$ cat src/rtl/pipeline_ctrl.sv
// Hazard/stall controller for a 5-stage pipeline: produces latch enable and flush strobes.
// Define PIPE_CTRL_PERF_EN to build the stall and flush performance counters.
module pipeline_ctrl (
    input  logic        CLK,
    input  logic        RST,
    input  logic        ihit,
    input  logic        dhit,
    input  logic        mem_req,
    input  logic        branch_taken,
    input  logic        load_use,
    input  logic        wb_halt,
    output logic        pc_en,
    output logic        ifid_en,
    output logic        idex_en,
    output logic        exmem_en,
    output logic        memwb_en,
    output logic        ifid_flush,
    output logic        idex_flush,
    output logic        exmem_flush,
    output logic        memwb_flush,
    output logic        halt,
    output logic [31:0] stall_cnt,
    output logic [31:0] flush_cnt
);

    typedef enum logic [1:0] {
        RUN    = 2'd0,
        DWAIT  = 2'd1,
        HALTED = 2'd2
    } state_t;

    state_t state_q, state_d;
    logic   halt_q;

    // Strobes and next state; a pending data miss freezes every stage and bubbles MEM/WB.
    always_comb begin
        state_d     = state_q;
        pc_en       = 1'b0;
        ifid_en     = 1'b0;
        idex_en     = 1'b0;
        exmem_en    = 1'b0;
        memwb_en    = 1'b0;
        ifid_flush  = 1'b0;
        idex_flush  = 1'b0;
        exmem_flush = 1'b0;
        memwb_flush = 1'b0;
        if (RST) begin
            ifid_flush  = 1'b1;
            idex_flush  = 1'b1;
            exmem_flush = 1'b1;
            memwb_flush = 1'b1;
            state_d     = RUN;
        end else begin
            case (state_q)
                HALTED: begin
                    state_d = HALTED;
                end
                default: begin
                    if (state_q == DWAIT && !dhit) begin
                        memwb_flush = 1'b1;
                    end else if (wb_halt) begin
                        state_d = HALTED;
                    end else if (state_q == RUN && mem_req && !dhit) begin
                        memwb_flush = 1'b1;
                        state_d     = DWAIT;
                    end else begin
                        state_d  = RUN;
                        pc_en    = 1'b1;
                        ifid_en  = 1'b1;
                        idex_en  = 1'b1;
                        exmem_en = 1'b1;
                        memwb_en = 1'b1;
                        if (branch_taken) begin
                            ifid_en    = 1'b0;
                            idex_en    = 1'b0;
                            ifid_flush = 1'b1;
                            idex_flush = 1'b1;
                        end else if (load_use) begin
                            pc_en      = 1'b0;
                            ifid_en    = 1'b0;
                            idex_en    = 1'b0;
                            idex_flush = 1'b1;
                        end else if (!ihit) begin
                            pc_en      = 1'b0;
                            ifid_en    = 1'b0;
                            ifid_flush = 1'b1;
                        end
                    end
                end
            endcase
        end
    end

    always_ff @(posedge CLK) begin
        if (RST) begin
            state_q <= RUN;
            halt_q  <= 1'b0;
        end else begin
            state_q <= state_d;
            halt_q  <= (state_d == HALTED);
        end
    end

    assign halt = halt_q;

`ifdef PIPE_CTRL_PERF_EN
    logic [31:0] stallCnt_q, stallCnt_d;
    logic [31:0] flushCnt_q, flushCnt_d;

    // Only the taken-branch case advances the PC while flushing IF/ID.
    always_comb begin
        stallCnt_d = stallCnt_q;
        flushCnt_d = flushCnt_q;
        if (state_q != HALTED && !pc_en && stallCnt_q != 32'hFFFF_FFFF) begin
            stallCnt_d = stallCnt_q + 32'd1;
        end
        if (pc_en && ifid_flush && flushCnt_q != 32'hFFFF_FFFF) begin
            flushCnt_d = flushCnt_q + 32'd1;
        end
    end

    always_ff @(posedge CLK) begin
        if (RST) begin
            stallCnt_q <= 32'd0;
            flushCnt_q <= 32'd0;
        end else begin
            stallCnt_q <= stallCnt_d;
            flushCnt_q <= flushCnt_d;
        end
    end

    assign stall_cnt = stallCnt_q;
    assign flush_cnt = flushCnt_q;
`else
    assign stall_cnt = 32'd0;
    assign flush_cnt = 32'd0;
`endif

endmodule

$ cat config.mk
export PLATFORM = sky130hd
export DESIGN_NAME = pipeline_ctrl
export DESIGN_NICKNAME = d
export VERILOG_FILES = /design/src/rtl/pipeline_ctrl.sv
export SDC_FILE = /design/constraint.sdc
export NUM_CORES = 1
export LEC_CHECK = 0
export BUFFER_PORTS_ARGS = -buffer_cell sky130_fd_sc_hd__buf_2
export CAP_MARGIN = 20
export CELL_PAD_IN_SITES_DETAIL_PLACEMENT = 1
export CELL_PAD_IN_SITES_GLOBAL_PLACEMENT = 1
export CORE_MARGIN = 2
export CORE_UTILIZATION = 22
export DETAILED_ROUTE_END_ITERATION = 7
export GPL_ROUTABILITY_DRIVEN = 0
export PLACE_DENSITY = 0.87
export SLEW_MARGIN = 20
export SYNTH_ARGS = -nofsm -noshare
export SYNTH_HDL_FRONTEND = slang
export SYNTH_SLANG_ARGS = --single-unit
$ cat constraint.sdc
create_clock -name CLK -period 3.33 [get_ports CLK]
set_clock_uncertainty 0.1 [all_clocks]
set_input_delay 0.333 -clock CLK [delete_from_list [all_inputs] [get_ports CLK]]
set_output_delay 0.333 -clock CLK [all_outputs]
set_load 0.1 [all_outputs]
==> metrics.cfg, run 1 <==
[status]
outcome = complete, no violations

[global_route]
grt_pass1_wl_um = 1320
grt_antenna_before_repair = 0
grt.overflow.total = 0
grtUsageTotal = 0.0475
grt_pass1_vias = 314
grt_max_degree = 9

[synthesis]
syn_area_um2 = 717
syn_avg_cell_area_um2 = 7.88
ys_seq_area_frac = 0.0838
synth_top_cell_by_area = buf_4
synth-seq-cells = 3
synth_cell_types = 17
synthTopCellsByArea = buf_4 (69%), dfxtp_1 (8.4%), a2111oi_4 (3.8%)
yosysTopAreaCellShare = 0.691
synth_warnings = 0
synthesis.instances = 91

[timing]
final_max_slew_viol_count = 0
rsz0062_at_grt = false
fin_tns_setup_ns = 0
hold_viol_final = 0
period_share = 0.703
min_period_ns = 2.34
fmax_mhz = 427
setup_viol = 0

[route]
drtIter0Drc = 8
dr_total_vias = 419
wl_per_cell_um = 7.06
drc_errors = 0
dr.pass1.iters = 4
avgViaCountPerCell = 2.74
routed_wl_um = 1080
ant_nets = 0

[critical_path]
critPathLaunch = state_q[0]
cp.required_ns = 2.90
reg2reg_from = state_q[1]
cpMaxStageDelayCell = a2111oi_4
critPathLaunchType = flop
critPathMaxStageDelay_ns = 0.44
path_buf_inv = 1
crit_path_max_fanout = 5
worst_setup_path_end_kind = output pin
path_cells = or2_4 > a2111oi_4 > and3_1 > buf_2
crit_arrival_ns = 1.91
path_class = flop to output pin
path_delay_family = simple AND/OR/NAND/NOR gates

[clock_tree]
cts_resized = 0
clock_path_buffers = 2
clk_pin_slew_ns = 0.04
cts.sinks = 3
postCtsSetupBuffers = 0
htree_levels = 1
cts_hold_buf = 0
numCtsBuffers = 3
worstSkewPairLatency_ns = 0.24
clockRootBuffer = clkbuf_4
cts_tree = built

[hold_path]
hp-class = primary input to flop
hold_start = RST

[power]
leakage_nw = 0.382
p_per_area_mw_per_mm2 = 799
max-vdd-ir-drop_mv = 0.140

[placed_design]
dp_hpwl_um = 960
io_buffers = 17
placed_area_um2 = 598

[floorplanning]
start_util = 0.233
die_x_um = 61.1
die-area_mm2 = 0.00373
io_pins = 82
core_area_mm2 = 0.00308
rows = 20
die_y_um = 61.1

[finish]
drive_gt1_frac = 0.229
antennaDiodeCount = 0
area_growth_pct = -12.9
fin_util = 0.203
layout.nets = 118
postLayoutCellArea_um2 = 624

[run]
drv_cap = 0

==> through the flow <==
| stage | cells | hold slack, ns | power (mW) | setup WS, ns |
|---|---|---|---|---|
| floorplan | 154 | 0.305 | 0.477 | 0.0909 |
| global placement | 149 | 0.405 | 0.432 | 1.17 |
| detailed placement | 149 | 0.409 | 0.432 | 1.14 |
| CTS | 153 | 0.288 | 0.501 | 0.965 |
| global route | 153 | 0.319 | 0.512 | 0.903 |
| finish | 153 | 0.289 | 0.499 | 0.988 |
==> final cells by class <==
cell class,instances,area (µm²)
fill,413,2450
multi-input combinational,85,398
timing repair buffer,17,85.1
sequential,3,60.1
tap,44,55.1
clock buffer,4,26.3
==> flip-flops by register name, indices dropped and copies added (netlist names) <==
| register | count |
|---|---|
| halt | 1 |
| state_q | 2 |
==> path summary, 6_finish.rpt <==
| check | endpoint | slack [ns] | depth (start not counted) |
|---|---|---|---|
| worst max-delay path | ifid_en | 0.99 | 4 |
| worst min-delay path | state_q[0] | 0.29 | 2 |
| worst max register to register | state_q[0] | 2.22 | 3 |
| worst min register to register | halt | 0.42 | 1 |
==> report_power, final <==
part	total [mW]	switching [mW]	internal [mW]
clock network	0.0659	0.0208	0.0451
logic	0.394	0.378	0.0162
registers	0.0394	0.00105	0.0383
total	0.499	0.400	0.0995
==> cells by family (layout without fill, tap and decap cells) <==
kind of cell           Yosys count  after routing  share of synthesized area
other                            1             64                    0.00523
buffers and inverters           66             21                      0.691
AND/OR/NAND/NOR                 12             12                      0.101
AO/OA/AOI/OAI                    9              9                      0.119
flip-flops                       3              3                     0.0838
==> synthesized netlist by cell type <==
cell	n
o21a_1	1
o21ai_0	1
conb_1	1
nor2_1	4
or2_2	1
or2_4	1
nor2b_1	2
a21o_1	2
a211oi_1	3
and2b_4	1
and2_2	1
dfxtp_1	3
nand2b_1	1
o21bai_1	1
buf_4	66
and3_1	1
a2111oi_4	1
==> layout by cell type (no fill, tap or decap), types with 2 or more instances in the layout <==
master / n
a21o_1: 2
nor2b_1: 2
dfxtp_1: 3
clkbuf_4: 3
buf_2: 17
conb_1: 64
a211oi_1: 3
nor2_1: 4
==> layer usage <==
metal  routed length (µm)  global-route usage  share of wire  up-vias
met5                    0                   0              0        -
met4                    0              0.0280              0        0
met3                  181              0.0105           0.17        0
met2                  542              0.0821           0.50       43
met1                  356              0.0532           0.33      183
li1                     -                   -              -      193
No activity file was read; power rests on OpenSTA's default activity.
==> run 2: changes to the inputs <==
--- a/config.mk
+++ b/config.mk
@@ -10,10 +10,10 @@
 export CELL_PAD_IN_SITES_DETAIL_PLACEMENT = 1
 export CELL_PAD_IN_SITES_GLOBAL_PLACEMENT = 1
 export CORE_MARGIN = 2
-export CORE_UTILIZATION = 22
+export CORE_UTILIZATION = 21
 export DETAILED_ROUTE_END_ITERATION = 7
 export GPL_ROUTABILITY_DRIVEN = 0
-export PLACE_DENSITY = 0.87
+export PLACE_DENSITY = 0.83
 export SLEW_MARGIN = 20
 export SYNTH_ARGS = -nofsm -noshare
 export SYNTH_HDL_FRONTEND = slang
==> constraint.sdc (replaced) <==
create_clock -name CLK -period 2.3 [get_ports CLK]
set_clock_uncertainty 0.1 [all_clocks]
set_input_delay 0.23 -clock CLK [delete_from_list [all_inputs] [get_ports CLK]]
set_output_delay 0.23 -clock CLK [all_outputs]
set_load 0.1 [all_outputs]
==> run 2 against run 1 <==
Flip-flop and latch count unchanged. Global-route usage increased by 0.059 points. Critical path type unchanged. Combinational power increased by 45%. Non-clock buffer count unchanged. First-iteration DRC count increased by 25%. Sequential share of layout area decreased by 0.32 points. Utilization decreased by 0.37 points. Count of clock-buffer cells in the layout unchanged. Worst setup slack got worse by 0.85 ns. Cell count increased by 1.3%. Critical path depth unchanged. Register-to-register slack got worse by 1.0 ns.
==> metrics.cfg, run 2 (synthesis results as in run 1) <==
[route]
ant_nets = 0
routed_wl_um = 1090
dr.pass1.iters = 2
dr_total_vias = 431
drc_errors = 0
drtIter0Drc = 10
wl_per_cell_um = 7.03
avgViaCountPerCell = 2.78

[clock_tree]
worstSkewPairLatency_ns = 0.23
cts_resized = 0
cts_tree = built
clk_pin_slew_ns = 0.03
clockRootBuffer = clkbuf_4
numCtsBuffers = 3
cts_hold_buf = 0
htree_levels = 1
postCtsSetupBuffers = 0
cts.sinks = 3
clock_path_buffers = 2

[power]
total_power_mw = 0.720
max-vdd-ir-drop_mv = 0.160
p_per_area_mw_per_mm2 = 1090
leakage_nw = 0.386

[finish]
layout.nets = 118
most-common-layout-cells = conb_1 (64), buf_2 (15), nor2_1 (4)
area_growth_pct = -8.03
final_common_cell = conb_1
largest-register = state_q
largest_reg_flops = 2
drive_gt1_frac = 0.248
antennaDiodeCount = 0

[floorplanning]
die_x_um = 62.4
rows = 21
start_util = 0.217
io_pins = 82
core_area_mm2 = 0.00331
die-area_mm2 = 0.00390
die_y_um = 62.4

[hold_path]
whs_path_depth = 2
hp-class = primary input to flop

[status]
outcome = complete, no violations

[critical_path]
worst_setup_path_end_kind = output pin
cp.required_ns = 1.97
rr_worst_depth = 3
path_class = flop to output pin
crit_arrival_ns = 1.83
critPathLaunchType = flop
crit_path_max_fanout = 5

[timing]
period_share = 0.940
setup_viol = 0
fmax_mhz = 463
final_max_slew_viol_count = 0
fin_tns_setup_ns = 0
rsz0062_at_grt = false
hold_viol_final = 0
min_period_ns = 2.16

[placed_design]
io_buffers = 17
dp_hpwl_um = 1010

[global_route]
grt_pass1_wl_um = 1470
grt_max_degree = 9
grtUsageTotal = 0.0481
grt.overflow.total = 0
grt_antenna_before_repair = 0
grt_pass1_vias = 299

[run]
drv_cap = 0

-- run 2: cell count changes in the layout (fill, tap and decap cells not counted) --
| cell | before | now |
|---|---|---|
| and3_2 | 0 | 1 |
| and3_1 | 1 | 0 |
| buf_12 | 0 | 2 |
| dfxtp_1 | 3 | 2 |
| dfxtp_2 | 0 | 1 |
| buf_2 | 17 | 15 |
-- run 2: path summary, 6_finish.rpt --
kind / from / endpoint / slack [ns]
setup / recovery: state_q[0] / pc_en / 0.14
hold / removal: RST / state_q[0] / 0.19
setup reg to reg: state_q[1] / state_q[0] / 1.18
hold reg to reg: state_q[0] / halt / 0.37
-- run 2: critical path, cell delays in order (launching register included) --
cell	delay, ns
dfxtp_2	0.35
and2b_4	0.21
a2111oi_4	0.44
o21a_1	0.18
buf_2	0.42
-- run 2: layout make-up --
type | count | area [µm²]
repair buffers | 17 | 115
flip-flops and latches | 3 | 61.3
fillers | 452 | 2650
multi-input cells | 85 | 399
well taps | 46 | 57.6
clock buffers | 4 | 26.3
-- run 2: per-stage QoR --
step / cell area [µm²] / setup WS (ns) / hold slack [ns] / cells / utilization
2_1_floorplan: 956 / -0.686 / 0.195 / 154 / -
3_5_place_dp: 633 / 0.332 / 0.371 / 151 / 0.191
4_1_cts: 659 / 0.0920 / 0.185 / 155 / 0.199
6_report: 659 / 0.139 / 0.185 / 155 / 0.199
5_1_grt: 659 / 0.0263 / 0.191 / 155 / 0.199
3_3_place_gp: 633 / 0.360 / 0.353 / 151 / 0.191
-- run 2: routing by layer --
metal | track usage | up-vias | wire length [µm]
met5 | 0 | - | 0
met4 | 0.0167 | 0 | 0
met3 | 0.0288 | 0 | 208
met2 | 0.0820 | 46 | 551
met1 | 0.0484 | 191 | 329
li1 | - | 194 | -
-- run 2: power by group --
part	internal [mW]	total [mW]	switching [mW]
Sequential	0.0557	0.0572	0.00150
Combinational	0.0254	0.573	0.547
Clock	0.0649	0.0903	0.0254
Total	0.146	0.720	0.574
==> run 3: changes to the inputs <==
--- a/config.mk
+++ b/config.mk
@@ -10,10 +10,10 @@
 export CELL_PAD_IN_SITES_DETAIL_PLACEMENT = 1
 export CELL_PAD_IN_SITES_GLOBAL_PLACEMENT = 1
 export CORE_MARGIN = 2
-export CORE_UTILIZATION = 21
+export CORE_UTILIZATION = 19
 export DETAILED_ROUTE_END_ITERATION = 7
 export GPL_ROUTABILITY_DRIVEN = 0
-export PLACE_DENSITY = 0.83
+export PLACE_DENSITY = 0.8
 export SLEW_MARGIN = 20
 export SYNTH_ARGS = -nofsm -noshare
 export SYNTH_HDL_FRONTEND = slang
==> constraint.sdc (replaced) <==
create_clock -name CLK -period 1.76 [get_ports CLK]
set_clock_uncertainty 0.1 [all_clocks]
set_input_delay 0.176 -clock CLK [delete_from_list [all_inputs] [get_ports CLK]]
set_output_delay 0.176 -clock CLK [all_outputs]
set_load 0.1 [all_outputs]
==> run 3 against run 2 <==
The run now ends with negative setup slack left. Via count rose by 4.4%. Global-route usage rose by 0.31 points. Total power rose by 48%. Critical path type unchanged. Critical endpoint is now ifid_en.
==> metrics.cfg, run 3 (synthesis results as in run 1) <==
[status]
outcome = finished, violations left
violations = negative setup slack

[floorplanning]
start_util = 0.197
rows = 22
die_x_um = 65.4
die_y_um = 65.4
io_pins = 82
core_area_mm2 = 0.00363
die-area_mm2 = 0.00428

[critical_path]
rr_worst_depth = 3
reg2reg_from = state_q[0]
crit_arrival_ns = 1.61
crit_path_max_fanout = 5
r2r-end = halt
critPathLaunchType = flop
path_class = flop to output pin
r2r_slack_ns = 0.69
worst_setup_path_end_kind = output pin
cp.required_ns = 1.48

[finish]
layout.nets = 121
postLayoutCellArea_um2 = 802
stdcell_count = 160
largest-register = state_q
area_growth_pct = 11.9
most-common-layout-cells = conb_1 (64), buf_2 (9), buf_12 (8)
antennaDiodeCount = 0
drive_gt1_frac = 0.295
fillers = 478
final_common_cell = conb_1
largest_reg_flops = 2

[route]
dr.pass1.iters = 1
wl_per_cell_um = 7.76
drtIter0Drc = 0
routed_wl_um = 1240
avgViaCountPerCell = 2.81
drc_errors = 0
ant_nets = 0
dr_total_vias = 450

[clock_tree]
clockRootBuffer = clkbuf_8
clock_path_buffers = 2
worstSkewPairLatency_ns = 0.21
clk_pin_slew_ns = 0.03
cts.sinks = 3
numCtsBuffers = 3
cts_tree = built
htree_levels = 1

[power]
power_frac_seq = 0.071
max-vdd-ir-drop_mv = 0.263
switching_power_mw = 0.771
intPower_mw = 0.293
leakage_nw = 0.434
p_per_area_mw_per_mm2 = 1330
combPwrFrac = 0.742
p_sw_frac = 0.724
p_clk_frac = 0.187

[global_route]
grt_max_degree = 9
grt_pass1_vias = 338
grt.overflow.total = 0
grt_pass1_wl_um = 1640
grtUsageTotal = 0.0513
grt_antenna_before_repair = 0

[hold_path]
hp-class = primary input to flop
whs_path_depth = 2
hold_end = state_q[0]
hold_start = RST

[timing]
hold_viol_final = 0
period_share = 1.07
fmax_mhz = 531
setup_viol = 7
rsz0062_at_grt = true
min_period_ns = 1.88
fin_tns_setup_ns = -0.497
layout_setup_ws_ns = -0.123
final_max_slew_viol_count = 0

[run]
drv_cap = 0

[placed_design]
io_buffers = 17
dp_hpwl_um = 1090
placed_cells = 155
placed_area_um2 = 743

==> run 3: changes by cell type in the layout (fill, tap and decap cells not counted), sizes merged <==
cell,before,now
buf,17,20
==> run 3: layout make-up <==
cell class | instances | area [µm²] | share of cell area
Timing Repair Buffer | 20 | 228 | 0.284
Clock buffer | 4 | 45.0 | 0.0562
Sequential cell | 3 | 61.3 | 0.0764
Tap cell | 48 | 60.1 | 0.0749
Multi-Input combinational cell | 85 | 408 | 0.509
==> run 3: worst max path at each step <==
stage / startpoint / end / cells past startpoint / slack [ns]
finish: state_q[0] / ifid_en / 4 / -0.12
global route: state_q[0] / ifid_en / 4 / -0.20
CTS: state_q[0] / ifid_en / 4 / -0.15
detailed placement: state_q[0] / ifid_en / 4 / 0.06
global placement: state_q[0] / ifid_en / 4 / 0.11
floorplan: state_q[0] / pc_en / 3 / -1.17
==> run 3: what timing repair did <==
item | in CTS | in global routing
resized for setup | 1 | 1
hold buffers | 0 | 0
buffers inserted | 1 | 0
endpoints found under the setup margin | 7 | 8
pin swaps | 1 | 0
==> run 3: power by group through the flow <==
stage | clock network, mW | logic [mW] | registers, mW
after CTS | 0.208 | 0.787 | 0.0747
after detailed placement | 0 | 0.785 | 0.0759
after global placement | 0 | 0.783 | 0.0757
final | 0.199 | 0.790 | 0.0752
after floorplan | 0 | 0.816 | 0.0882
after global routing | 0.211 | 0.806 | 0.0755
==> run 3: critical path: stages, from the launching register on <==
cell and delay (ns):
dfxtp_2 0.32, or2_4 0.24, a2111oi_4 0.40, and3_4 0.26, buf_12 0.17
==> run 3: metrics by stage <==
stage	setup WS (ns)	total power, mW	utilization	hold WS, ns
2_1_floorplan	-1.17	0.904	-	0.141
3_3_place_gp	0.105	0.859	0.205	0.351
3_5_place_dp	0.0563	0.861	0.205	0.367
4_1_cts	-0.152	1.07	0.220	0.153
5_1_grt	-0.201	1.09	0.221	0.184
6_report	-0.123	1.06	0.221	0.158
==> run 3: metal layers <==
metal,share of wire,routed length [µm],vias to the layer above,global-route usage
met4,0,0,0,0.00781
met2,0.44,552,53,0.0765
met5,0,0,-,0
li1,-,-,198,-
met3,0.23,285,0,0.0445
met1,0.33,405,199,0.0559
